<file path="config.mk">
export PLATFORM = sky130hd
export DESIGN_NAME = buscaminas_input_ctrl
export DESIGN_NICKNAME = d
export VERILOG_FILES = /design/src/rtl/buscaminas_input_ctrl.sv
export SDC_FILE = /design/constraint.sdc
export NUM_CORES = 1
export LEC_CHECK = 0
export CAP_MARGIN = 10
export CORE_UTILIZATION = 30
export DETAILED_ROUTE_END_ITERATION = 8
export GPL_TIMING_DRIVEN = 0
export PLACE_DENSITY_LB_ADDON = 0.2
export SLEW_MARGIN = 10
export SYNTH_ARGS = -nofsm -noshare
export SYNTH_HDL_FRONTEND = slang
export SYNTH_SLANG_ARGS = --single-unit
</file>
<file path="constraint.sdc">
create_clock -name clk -period 2.5 [get_ports clk]
set_input_delay 0.5 -clock clk [delete_from_list [all_inputs] [get_ports clk]]
set_output_delay 0.5 -clock clk [all_outputs]
set_load 0.02 [all_outputs]
</file>
<file path="src/rtl/buscaminas_input_ctrl.sv">
// Buscaminas (minesweeper) input controller.
// Synchronizes and debounces seven pushbuttons, turns qualified presses into
// single-cycle events, arbitrates them by priority and tracks the board cursor.
module buscaminas_input_ctrl #(
  parameter int DEB_CYCLES = 4,
  parameter int BOARD_N    = 8
) (
  input  logic       clk,
  input  logic       rst,
  input  logic       btn_up,
  input  logic       btn_down,
  input  logic       btn_left,
  input  logic       btn_right,
  input  logic       btn_select,
  input  logic       btn_mark,
  input  logic       btn_start,
  input  logic       game_en,
  output logic       move,
  output logic [1:0] course,
  output logic       select,
  output logic       mark,
  output logic       str,
  output logic [2:0] cur_row,
  output logic [2:0] cur_col
);

  localparam int             NB      = 7;
  localparam int             CNT_W   = $clog2(DEB_CYCLES + 1);
  localparam logic [CNT_W-1:0] CNT_MAX = CNT_W'(DEB_CYCLES - 1);
  localparam logic [2:0]     LAST    = 3'(BOARD_N - 1);

  // Button bit order: 6 start, 5 select, 4 mark, 3 up, 2 down, 1 left, 0 right
  logic [NB-1:0]    w_raw;
  logic [NB-1:0]    r_sync_p0;
  logic [NB-1:0]    r_sync_p1;
  logic [CNT_W-1:0] r_cnt [NB];
  logic [NB-1:0]    r_stable;
  logic [NB-1:0]    r_stable_d;
  logic [NB-1:0]    w_rise;

  logic             w_str;
  logic             w_sel;
  logic             w_mark;
  logic             w_move;
  logic [1:0]       w_dir;

  logic             r_move;
  logic             r_sel;
  logic             r_mark;
  logic             r_str;
  logic [1:0]       r_course;
  logic [2:0]       r_row;
  logic [2:0]       r_col;

  // Cursor step with wrap-around on a BOARD_N-wide board
  function automatic logic [2:0] wrap_dec(input logic [2:0] v);
    return (v == 3'd0) ? LAST : v - 3'd1;
  endfunction

  function automatic logic [2:0] wrap_inc(input logic [2:0] v);
    return (v == LAST) ? 3'd0 : v + 3'd1;
  endfunction

  assign w_raw  = {btn_start, btn_select, btn_mark, btn_up, btn_down, btn_left, btn_right};
  assign w_rise = r_stable & ~r_stable_d;

  // Two-flop synchronizer for the asynchronous buttons
  always_ff @(posedge clk or posedge rst) begin
    if (rst) begin
      r_sync_p0 <= '0;
      r_sync_p1 <= '0;
    end else begin
      r_sync_p0 <= w_raw;
      r_sync_p1 <= r_sync_p0;
    end
  end

  // Debounce: a level change is accepted after DEB_CYCLES consecutive differing samples
  always_ff @(posedge clk or posedge rst) begin
    if (rst) begin
      r_stable <= '0;
      for (int i = 0; i < NB; i++) r_cnt[i] <= '0;
    end else begin
      for (int i = 0; i < NB; i++) begin
        if (r_sync_p1[i] == r_stable[i]) begin
          r_cnt[i] <= '0;
        end else if (r_cnt[i] == CNT_MAX) begin
          r_cnt[i]    <= '0;
          r_stable[i] <= ~r_stable[i];
        end else begin
          r_cnt[i] <= r_cnt[i] + CNT_W'(1);
        end
      end
    end
  end

  // Priority arbitration; gameplay events are dropped outright while no game runs
  always_comb begin
    w_str  = 1'b0;
    w_sel  = 1'b0;
    w_mark = 1'b0;
    w_move = 1'b0;
    w_dir  = r_course;
    if (w_rise[6]) begin
      w_str = 1'b1;
    end else if (game_en) begin
      if (w_rise[5]) begin
        w_sel = 1'b1;
      end else if (w_rise[4]) begin
        w_mark = 1'b1;
      end else if (w_rise[3]) begin
        w_move = 1'b1;
        w_dir  = 2'b00;
      end else if (w_rise[2]) begin
        w_move = 1'b1;
        w_dir  = 2'b01;
      end else if (w_rise[1]) begin
        w_move = 1'b1;
        w_dir  = 2'b10;
      end else if (w_rise[0]) begin
        w_move = 1'b1;
        w_dir  = 2'b11;
      end
    end
  end

  // Registered event pulses, direction and cursor position
  always_ff @(posedge clk or posedge rst) begin
    if (rst) begin
      r_stable_d <= '0;
      r_move     <= 1'b0;
      r_sel      <= 1'b0;
      r_mark     <= 1'b0;
      r_str      <= 1'b0;
      r_course   <= 2'b00;
      r_row      <= 3'd0;
      r_col      <= 3'd0;
    end else begin
      r_stable_d <= r_stable;
      r_move     <= w_move;
      r_sel      <= w_sel;
      r_mark     <= w_mark;
      r_str      <= w_str;
      if (w_str) begin
        r_row <= 3'd0;
        r_col <= 3'd0;
      end else if (w_move) begin
        r_course <= w_dir;
        case (w_dir)
          2'b00:   r_row <= wrap_dec(r_row);
          2'b01:   r_row <= wrap_inc(r_row);
          2'b10:   r_col <= wrap_dec(r_col);
          default: r_col <= wrap_inc(r_col);
        endcase
      end
    end
  end

  assign move    = r_move;
  assign select  = r_sel;
  assign mark    = r_mark;
  assign str     = r_str;
  assign course  = r_course;
  assign cur_row = r_row;
  assign cur_col = r_col;

endmodule

</file>
==> out/metrics.yaml, run 1 <==
run_status:
  status: "finished, final reports clean"
finish:
  antenna_cells: 0
  final_common_cell: "dfrtp_1"
  nNetsFinal: 247
  drive_gt1_frac: 0.159
  n_fill_cell: 800
  final_cell_mix: "61 x dfrtp_1, 21 x clkdlybuf4s50_1, 15 x ha_1, 14 x nor3b_1, 12 x nor3_1"
  syn_to_final_growth_pct: 23.2
worst_setup_path:
  critPathLaunchType: "input pin"
  crit_chain: "clkdlybuf4s50_1, inv_1, nor4_1, nand2_2, a31oi_1, o211ai_1"
  slowest_delay_ns: 0.52
  cp.required_ns: 2.71
  cpMaxStageDelayCell: "clkdlybuf4s50_1"
  endpoint_kind: "flop"
  critPathMaxFanout: 8
  arrival_ns: 2.18
  cp_top_family: "simple AND/OR/NAND/NOR gates"
  path_buf_inv: 2
  worstSetupPathType: "in -> reg"
timing:
  grt_setup_unrepaired: "false"
  fin_crit_ns: 1.96
  fin_tns_setup_ns: 0
  slew_headroom: 0.506
  worstMarginPinSlew_ns: 0.742
  hold_violations: 0
  fin_skew_ns: 0.00627
  period_share: 0.786
  clock.fmax_mhz: 509
  setup_violations: 0
  report.final.slew_viol_count: 0
placed_design:
  numPortBuffers: 21
  dp_hpwl_um: 2550
  gp_congestion: 0.702
clocking:
  cts_sinks: 61
  root_buffer: "clkbuf_8"
  ctsHoldBuffers: 0
  clk_pin_slew_ns: 0.07
  cts-htree-levels: 3
  clock_latency_ns: 0.33
  cts_made_buffers: 9
  clockBufferDepth: 2
  tritoncts: "yes"
  cts_resized: 0
  cts_setup_buffers: 0
synthesis:
  synthFlopType: "dfrtp_1"
  synthTopCellsByArea: "dfrtp_1 61%, ha_1 7.5%, nor3b_1 4.2%"
  yosysSeqAreaShare: 0.608
  netlist_area_um2: 2510
  synth_top_area_frac: 0.608
  avgSynthCellArea_um2: 13.2
  synthesis.nets: 215
  yosys.area.top_type: "dfrtp_1"
  synth_cell_types: 41
  yosysWarnings: 0
  ys_seq_elements: 61
  syn_inst: 190
  async_reset_ff_frac: 1.00
  synth-edff-count: 0
global_routing:
  grt-ovfl-total: 0
  grt_pass1_vias: 1506
  grt_max_degree: 62
  grt_usage: 0.106
  grt_pass1_wl_um: 6970
  antenna_found_initial: 0
power:
  p_leak_nw: 1.40
  powerDensity_nw_per_um2: 1230
  irDropWorstVdd_uv: 358
  fin_total_pwr_mw: 3.80
die:
  io_pins: 22
  start_util: 0.307
  core_area_um2: 8180
  die_h_um: 93.5
  rows: 33
  chipWidth_um: 93.5
  die-area_um2: 8750
detailed_routing:
  dr.pass1.iters: 2
  num_vias: 1464
  wirelength_um: 3840
  drc: 0
  drt_iter0_drc: 33
  avgViaCountPerCell: 4.41
  antenna_left: 0
  wl_per_cell_um: 11.6
run:
  maxCapViolCount: 0
worst_hold_path:
  hold_path.class: "reg -> reg"
[cell type report]
type                            count  area [um^2]  area share
Multi-Input combinational cell    118          932       0.301
Clock inverter                      7          114      0.0368
Clock buffer                        9          124      0.0400
Buffer                              1         11.3     0.00364
Sequential cell                    61         1530       0.493
Inverter                           10         45.0      0.0146
Timing Repair Buffer               21          210      0.0679
Tap cell                          105          131      0.0425
[where the power goes]
group | internal (mW) | leakage (nW) | switching (mW)
registers | 1.27 | 0.767 | 0.196
clock network | 0.658 | 0.123 | 0.391
logic | 0.625 | 0.510 | 0.656
total | 2.56 | 1.40 | 1.24
[sequential cells by signal, indices dropped and copies added, names as in the netlist]
signal / flops
move: 1
mark: 1
r_sync_p1: 7
course: 2
cur_col: 3
cur_row: 3
select: 1
r_sync_p0: 7
r_cnt: 21
r_stable: 7
r_stable_d: 7
str: 1
[through the flow]
step | setup slack [ns] | instances | instance area [um^2] | hold WS (ns) | util
floorplan | 0.487 | 190 | 2510 | 0.331 | -
global placement | -0.637 | 316 | 2850 | 0.333 | 0.349
CTS | 0.555 | 332 | 3090 | 0.350 | 0.378
detailed placement | 0.202 | 316 | 2860 | 0.335 | 0.349
global route | 0.410 | 332 | 3090 | 0.356 | 0.378
finish | 0.536 | 332 | 3090 | 0.347 | 0.378
[Yosys cell counts (all sizes together), types with 2 or more instances]
cell type,instances
a21o,2
a21oi,4
and2,2
and2b,2
dfrtp,61
ha,15
inv,10
mux2,7
nand2,5
nand2b,7
nand3,2
nand4,3
nor2,5
nor2b,12
nor3,12
nor3b,14
o21a,2
o31a,2
xnor2,7
[kinds of logic (layout without fill, tap and decap cells)]
family	count (synthesis)	after routing	synth area share
AO/OA/AOI/OAI	21	21	0.0717
XOR/XNOR	7	7	0.0244
adder cells (fa/ha/maj)	15	15	0.0747
buffers and inverters	11	48	0.0214
flip-flops	61	61	0.608
multiplexers	8	8	0.0354
AND/OR/NAND/NOR	67	67	0.165
[metal layers]
metal | GRT usage | vias up | routed length [um]
met4 | 0.0538 | 0 | 59
met1 | 0.134 | 705 | 1950
li1 | - | 728 | -
met3 | 0.0415 | 7 | 147
met2 | 0.156 | 24 | 1690
met5 | 0 | - | 0
[worst paths after layout]
check,endpoint,start,cells past startpoint,slack (ns)
max reg2reg,cur_col[0]$_DFFE_PP0P_,r_stable[6]$_DFFE_PP0P_,6,0.70
min,r_sync_p1[6]$_DFF_PP0_,r_sync_p0[6]$_DFF_PP0_,0,0.35
min reg2reg,r_sync_p1[6]$_DFF_PP0_,r_sync_p0[6]$_DFF_PP0_,0,0.35
max in group asynchronous,r_stable_d[5]$_DFF_PP0_,rst,2,1.35
min in group asynchronous,r_sync_p0[4]$_DFF_PP0_,rst,2,0.64
max,cur_col[0]$_DFFE_PP0P_,game_en,6,0.54
(Power assumes the default switching activity.)
==> inputs of run 2 (changes only) <==
==> constraint.sdc (replaced) <==
create_clock -name clk -period 1.9 [get_ports clk]
set_input_delay 0.38 -clock clk [delete_from_list [all_inputs] [get_ports clk]]
set_output_delay 0.38 -clock clk [all_outputs]
set_load 0.02 [all_outputs]
==> out/metrics.yaml, run 2 (same netlist as run 1, synthesis figures left out) <==
global_routing:
  grt_usage: 0.106
  grt_pass1_vias: 1506
  grt-ovfl-total: 0
  grt_max_degree: 62
  grt_pass1_wl_um: 6970
  antenna_found_initial: 0
worst_setup_path:
  ff2ff_path_depth: 7
  crit_end: "cur_col[2]$_DFFE_PP0P_"
  r2r-start: "r_stable[6]$_DFFE_PP0P_"
  cp.required_ns: 2.12
  r2r_end: "cur_col[2]$_DFFE_PP0P_"
  rrSetupSlack_ns: 0.12
  critPathLaunchType: "flop"
  endpoint_kind: "flop"
  critPathMaxFanout: 9
  arrival_ns: 1.99
  startpoint: "r_stable[6]$_DFFE_PP0P_"
  worstSetupPathType: "reg -> reg"
finish:
  n_fill_cell: 798
  final_cell_mix: "60 x dfrtp_1, 20 x clkdlybuf4s50_1, 15 x ha_1, 14 x nor3b_1, 12 x nor3_1"
  antenna_cells: 0
  multi_input_area_um2: 938
  drive_gt1_frac: 0.167
  utilization: 0.380
  final_common_cell: "dfrtp_1"
  nNetsFinal: 247
  final_area_um2: 3100
  largest_reg_flops: 21
  regMostFlops: "r_cnt"
  register_area_um2: 1530
  syn_to_final_growth_pct: 23.6
power:
  combPwrFrac: 0.338
  irDropWorstVdd_uv: 470
  p_leak_nw: 1.41
  power.share.clock: 0.275
  powerDensity_nw_per_um2: 1610
  pwr-share-seq: 0.386
  switching_share: 0.328
  p_sw_mw: 1.64
  p_int_mw: 3.37
detailed_routing:
  antenna_left: 0
  drc: 0
  drt_iter0_drc: 32
  num_vias: 1460
  wl_per_cell_um: 11.6
  dr.pass1.iters: 4
  avgViaCountPerCell: 4.40
  wirelength_um: 3860
clocking:
  tritoncts: "yes"
  clk_pin_slew_ns: 0.07
  clock_latency_ns: 0.33
  ctsHoldBuffers: 0
  cts-htree-levels: 3
  clockBufferDepth: 2
  cts_resized: 0
  cts_made_buffers: 9
  cts_setup_buffers: 0
  cts_sinks: 61
  root_buffer: "clkbuf_8"
die:
  die-area_um2: 8750
  io_pins: 22
  core_area_um2: 8180
  die_h_um: 93.5
  rows: 33
  chipWidth_um: 93.5
  start_util: 0.307
run:
  maxCapViolCount: 0
timing:
  clock.fmax_mhz: 563
  fin_crit_ns: 1.78
  grt_setup_unrepaired: "false"
  slew_headroom: 0.508
  report.final.slew_viol_count: 0
  worstMarginPinSlew_ns: 0.738
  setup_violations: 0
  hold_violations: 0
  period_share: 0.934
  fin_skew_ns: 0.00556
placed_design:
  place_area_um2: 2860
  dp_hpwl_um: 2550
  numPortBuffers: 21
  gp_congestion: 0.702
worst_hold_path:
  hold_path.class: "reg -> reg"
run_status:
  status: "finished, final reports clean"
==> run 2: changes by cell type in the layout (fill, tap and decap cells not counted), sizes merged <==
cell	change
clkdlybuf4s50	-1
dlymetal6s2s	+1
==> run 2: worst max-delay path, cell delays in order, from the launching register on <==
cell	delay (ns)
dfrtp_2	0.45
nand2b_4	0.11
inv_4	0.04
o41ai_2	0.32
o31a_1	0.20
buf_6	0.15
nand3_2	0.07
a221o_1	0.32
==> run 2: power by group through the flow <==
stage	clock, mW	sequential [mW]	combinational [mW]
5_1_grt	1.50	2.00	1.89
3_3_place_gp	0	1.96	1.68
4_1_cts	1.43	1.94	1.70
6_report	1.38	1.94	1.70
3_5_place_dp	0	1.97	1.69
2_1_floorplan	0	2.02	1.15
==> run 2: layer usage <==
metal	GRT usage	share of wire
met2	0.156	0.44
met4	0.0538	0.012
met3	0.0415	0.030
met1	0.134	0.52
met5	0	0
==> run 2: per-stage QoR <==
step	setup slack, ns	instances	hold slack (ns)	power (mW)	setup TNS [ns]
2_1_floorplan	0.00696	190	0.331	3.17	0
3_3_place_gp	-1.12	316	0.333	3.64	-69.47
3_5_place_dp	-0.278	316	0.335	3.66	-1.46
4_1_cts	0.0752	332	0.350	5.07	0
5_1_grt	0.000889	332	0.356	5.40	0
6_report	0.125	332	0.347	5.01	0
==> run 2: area by class of cell <==
cell class | instances | area share
Buffer | 1 | 0.00363
Clock buffer | 9 | 0.0399
Clock inverter | 7 | 0.0367
Inverter | 10 | 0.0145
Multi-Input combinational cell | 118 | 0.302
Sequential cell | 61 | 0.492
Tap cell | 105 | 0.0423
Timing Repair Buffer | 21 | 0.0685
==> run 2: worst min path at each step <==
stage | to | depth (start not counted) | start
final | r_sync_p1[6]$_DFF_PP0_ | 0 | r_sync_p0[6]$_DFF_PP0_
after global routing | r_sync_p1[3]$_DFF_PP0_ | 0 | r_sync_p0[3]$_DFF_PP0_
after CTS | r_sync_p1[0]$_DFF_PP0_ | 0 | r_sync_p0[0]$_DFF_PP0_
after detailed placement | r_sync_p1[0]$_DFF_PP0_ | 0 | r_sync_p0[0]$_DFF_PP0_
after global placement | r_sync_p1[2]$_DFF_PP0_ | 0 | r_sync_p0[2]$_DFF_PP0_
after floorplan | r_sync_p1[0]$_DFF_PP0_ | 0 | r_sync_p0[0]$_DFF_PP0_
==> inputs of run 3 (changes only) <==
--- a/config.mk
+++ b/config.mk
@@ -6,10 +6,12 @@
 export NUM_CORES = 1
 export LEC_CHECK = 0
 export CAP_MARGIN = 10
+export CORE_MARGIN = 1
 export CORE_UTILIZATION = 30
 export DETAILED_ROUTE_END_ITERATION = 8
 export GPL_TIMING_DRIVEN = 0
-export PLACE_DENSITY_LB_ADDON = 0.2
+export HOLD_SLACK_MARGIN = 0.12
+export PLACE_DENSITY = 0.57
 export SLEW_MARGIN = 10
 export SYNTH_ARGS = -nofsm -noshare
 export SYNTH_HDL_FRONTEND = slang
==> out/metrics.yaml, run 3 (same netlist as run 1, synthesis figures left out) <==
timing:
  setup_violations: 0
  hold_violations: 0
  fin_skew_ns: 0.00425
  report.final.slew_viol_count: 0
  worstMarginPinSlew_ns: 0.719
  clock.fmax_mhz: 565
  setup_ws_ns: 0.131
  slew_headroom: 0.521
  fin_crit_ns: 1.77
  period_share: 0.931
placed_design:
  numPortBuffers: 21
  dp_hpwl_um: 2550
  dp_worst_setup_slack_ns: -0.297
  gp_congestion: 0.728
  dp.cells: 316
worst_setup_path:
  cpMaxStageDelayCell: "dfrtp_2"
  crit_chain: "nand2b_4, inv_4, o41ai_2, o31a_1, buf_6, nand3_2, a221o_1"
  endpoint_kind: "flop"
  path_buf_inv: 2
  arrival_ns: 1.98
  cp.required_ns: 2.11
  critPathMaxFanout: 9
  worstSetupPathType: "reg -> reg"
  slowest_delay_ns: 0.44
  cp_top_family: "compound AO/OA/AOI/OAI gates"
  critPathLaunchType: "flop"
run_status:
  status: "finished, final reports clean"
finish:
  antenna_cells: 0
  drive_gt1_frac: 0.175
  nNetsFinal: 250
  final_common_cell: "dfrtp_1"
  final_cell_mix: "60 x dfrtp_1, 20 x clkdlybuf4s50_1, 15 x ha_1, 14 x nor3b_1"
  largest_reg_flops: 21
  stdcell_count: 334
  n_fill_cell: 795
  syn_to_final_growth_pct: 23.7
  regMostFlops: "r_cnt"
die:
  rows: 33
  core_area_um2: 8180
  io_pins: 22
  start_util: 0.307
  chipWidth_um: 93.5
  die-area_um2: 8750
  die_h_um: 93.5
global_routing:
  grt_max_degree: 62
  grt-ovfl-total: 0
  met1_usage: 0.127
  grt_pass1_vias: 1492
  grt_use_met2: 0.154
  grt.busiest_layer: "met2"
  antenna_found_initial: 0
  grt_use_met3: 0.0472
  grt_usage: 0.104
  grt_pass1_wl_um: 6790
power:
  power.share.clock: 0.252
  fin_total_pwr_mw: 4.91
  irDropWorstVdd_uv: 564
  combPwrFrac: 0.354
  pwr-share-seq: 0.394
  p_leak_nw: 1.41
  p_int_mw: 3.31
  powerDensity_nw_per_um2: 1580
  p_sw_mw: 1.60
  switching_share: 0.326
detailed_routing:
  wirelength_um: 3780
  drt_iter0_drc: 30
  num_vias: 1485
  antenna_left: 0
  drc: 0
  wl_per_cell_um: 11.3
  dr.pass1.iters: 4
  avgViaCountPerCell: 4.45
clocking:
  cts-htree-levels: 3
  cts_made_buffers: 9
  ctsHoldBuffers: 0
  cts_sinks: 61
  clk_pin_slew_ns: 0.06
  clockBufferDepth: 2
  tritoncts: "yes"
  clock_latency_ns: 0.33
  root_buffer: "clkbuf_8"
worst_hold_path:
  hold_path.class: "reg -> reg"
run:
  maxCapViolCount: 0
-- run 3: cell count changes in the layout (fill, tap and decap cells not counted), sizes merged --
cell,before,now
buf,1,4
clkinvlp,0,1
clkinv,4,1
clkbuf,9,11
bufinv,3,2
-- run 3: power groups by stage --
stage	Clock (mW)	Combinational, mW	Sequential (mW)
floorplan	0	1.15	2.02
global placement	0	1.66	1.95
detailed placement	0	1.69	1.96
CTS	1.29	1.70	1.94
global route	1.35	1.96	1.99
finish	1.24	1.73	1.93
-- run 3: worst paths after layout --
path	slack (ns)	from	cells after the start	endpoint
min in group asynchronous	0.53	rst	2	r_sync_p0[1]$_DFF_PP0_
min reg2reg	0.34	r_sync_p0[4]$_DFF_PP0_	0	r_sync_p1[4]$_DFF_PP0_
max	0.13	r_stable[6]$_DFFE_PP0P_	7	cur_col[2]$_DFFE_PP0P_
max in group asynchronous	0.85	rst	2	r_stable[6]$_DFFE_PP0P_
min	0.34	r_sync_p0[4]$_DFF_PP0_	0	r_sync_p1[4]$_DFF_PP0_
max reg2reg	0.13	r_stable[6]$_DFFE_PP0P_	7	cur_col[2]$_DFFE_PP0P_
-- run 3: routing by layer --
metal  wire, um  up-vias  share of wire
met5          0        -              0
met2       1740       29           0.46
met3        190        6          0.050
met1       1790      717           0.47
met4         60        0          0.016
li1           -      733              -
-- run 3: cell type report --
| cell class | instances | area (um^2) | share of cell area |
|---|---|---|---|
| sequential | 61 | 1530 | 0.492 |
| multi-input combinational | 118 | 943 | 0.304 |
| timing repair buffer | 24 | 235 | 0.0757 |
| clock buffer | 11 | 141 | 0.0455 |
| tap | 105 | 131 | 0.0423 |
| clock inverter | 4 | 72.6 | 0.0233 |
| inverter | 10 | 45.0 | 0.0145 |
| buffer | 1 | 11.3 | 0.00362 |
-- run 3: per-stage QoR --
step	instance area, um^2	setup TNS, ns	hold slack (ns)	utilization
after detailed placement	2860	-1.45	0.335	0.349
after global routing	3110	-0.00800	0.348	0.380
after floorplan	2510	0	0.331	-
after global placement	2850	-67.74	0.334	0.349
after CTS	3070	0	0.349	0.376
final	3110	0	0.344	0.380
-- run 3: repair_timing --
action,4_1_cts,5_1_grt
resized for setup,0,4
setup buffers,0,3
endpoints found under the hold margin,0,0
endpoints found under the setup margin,0,5
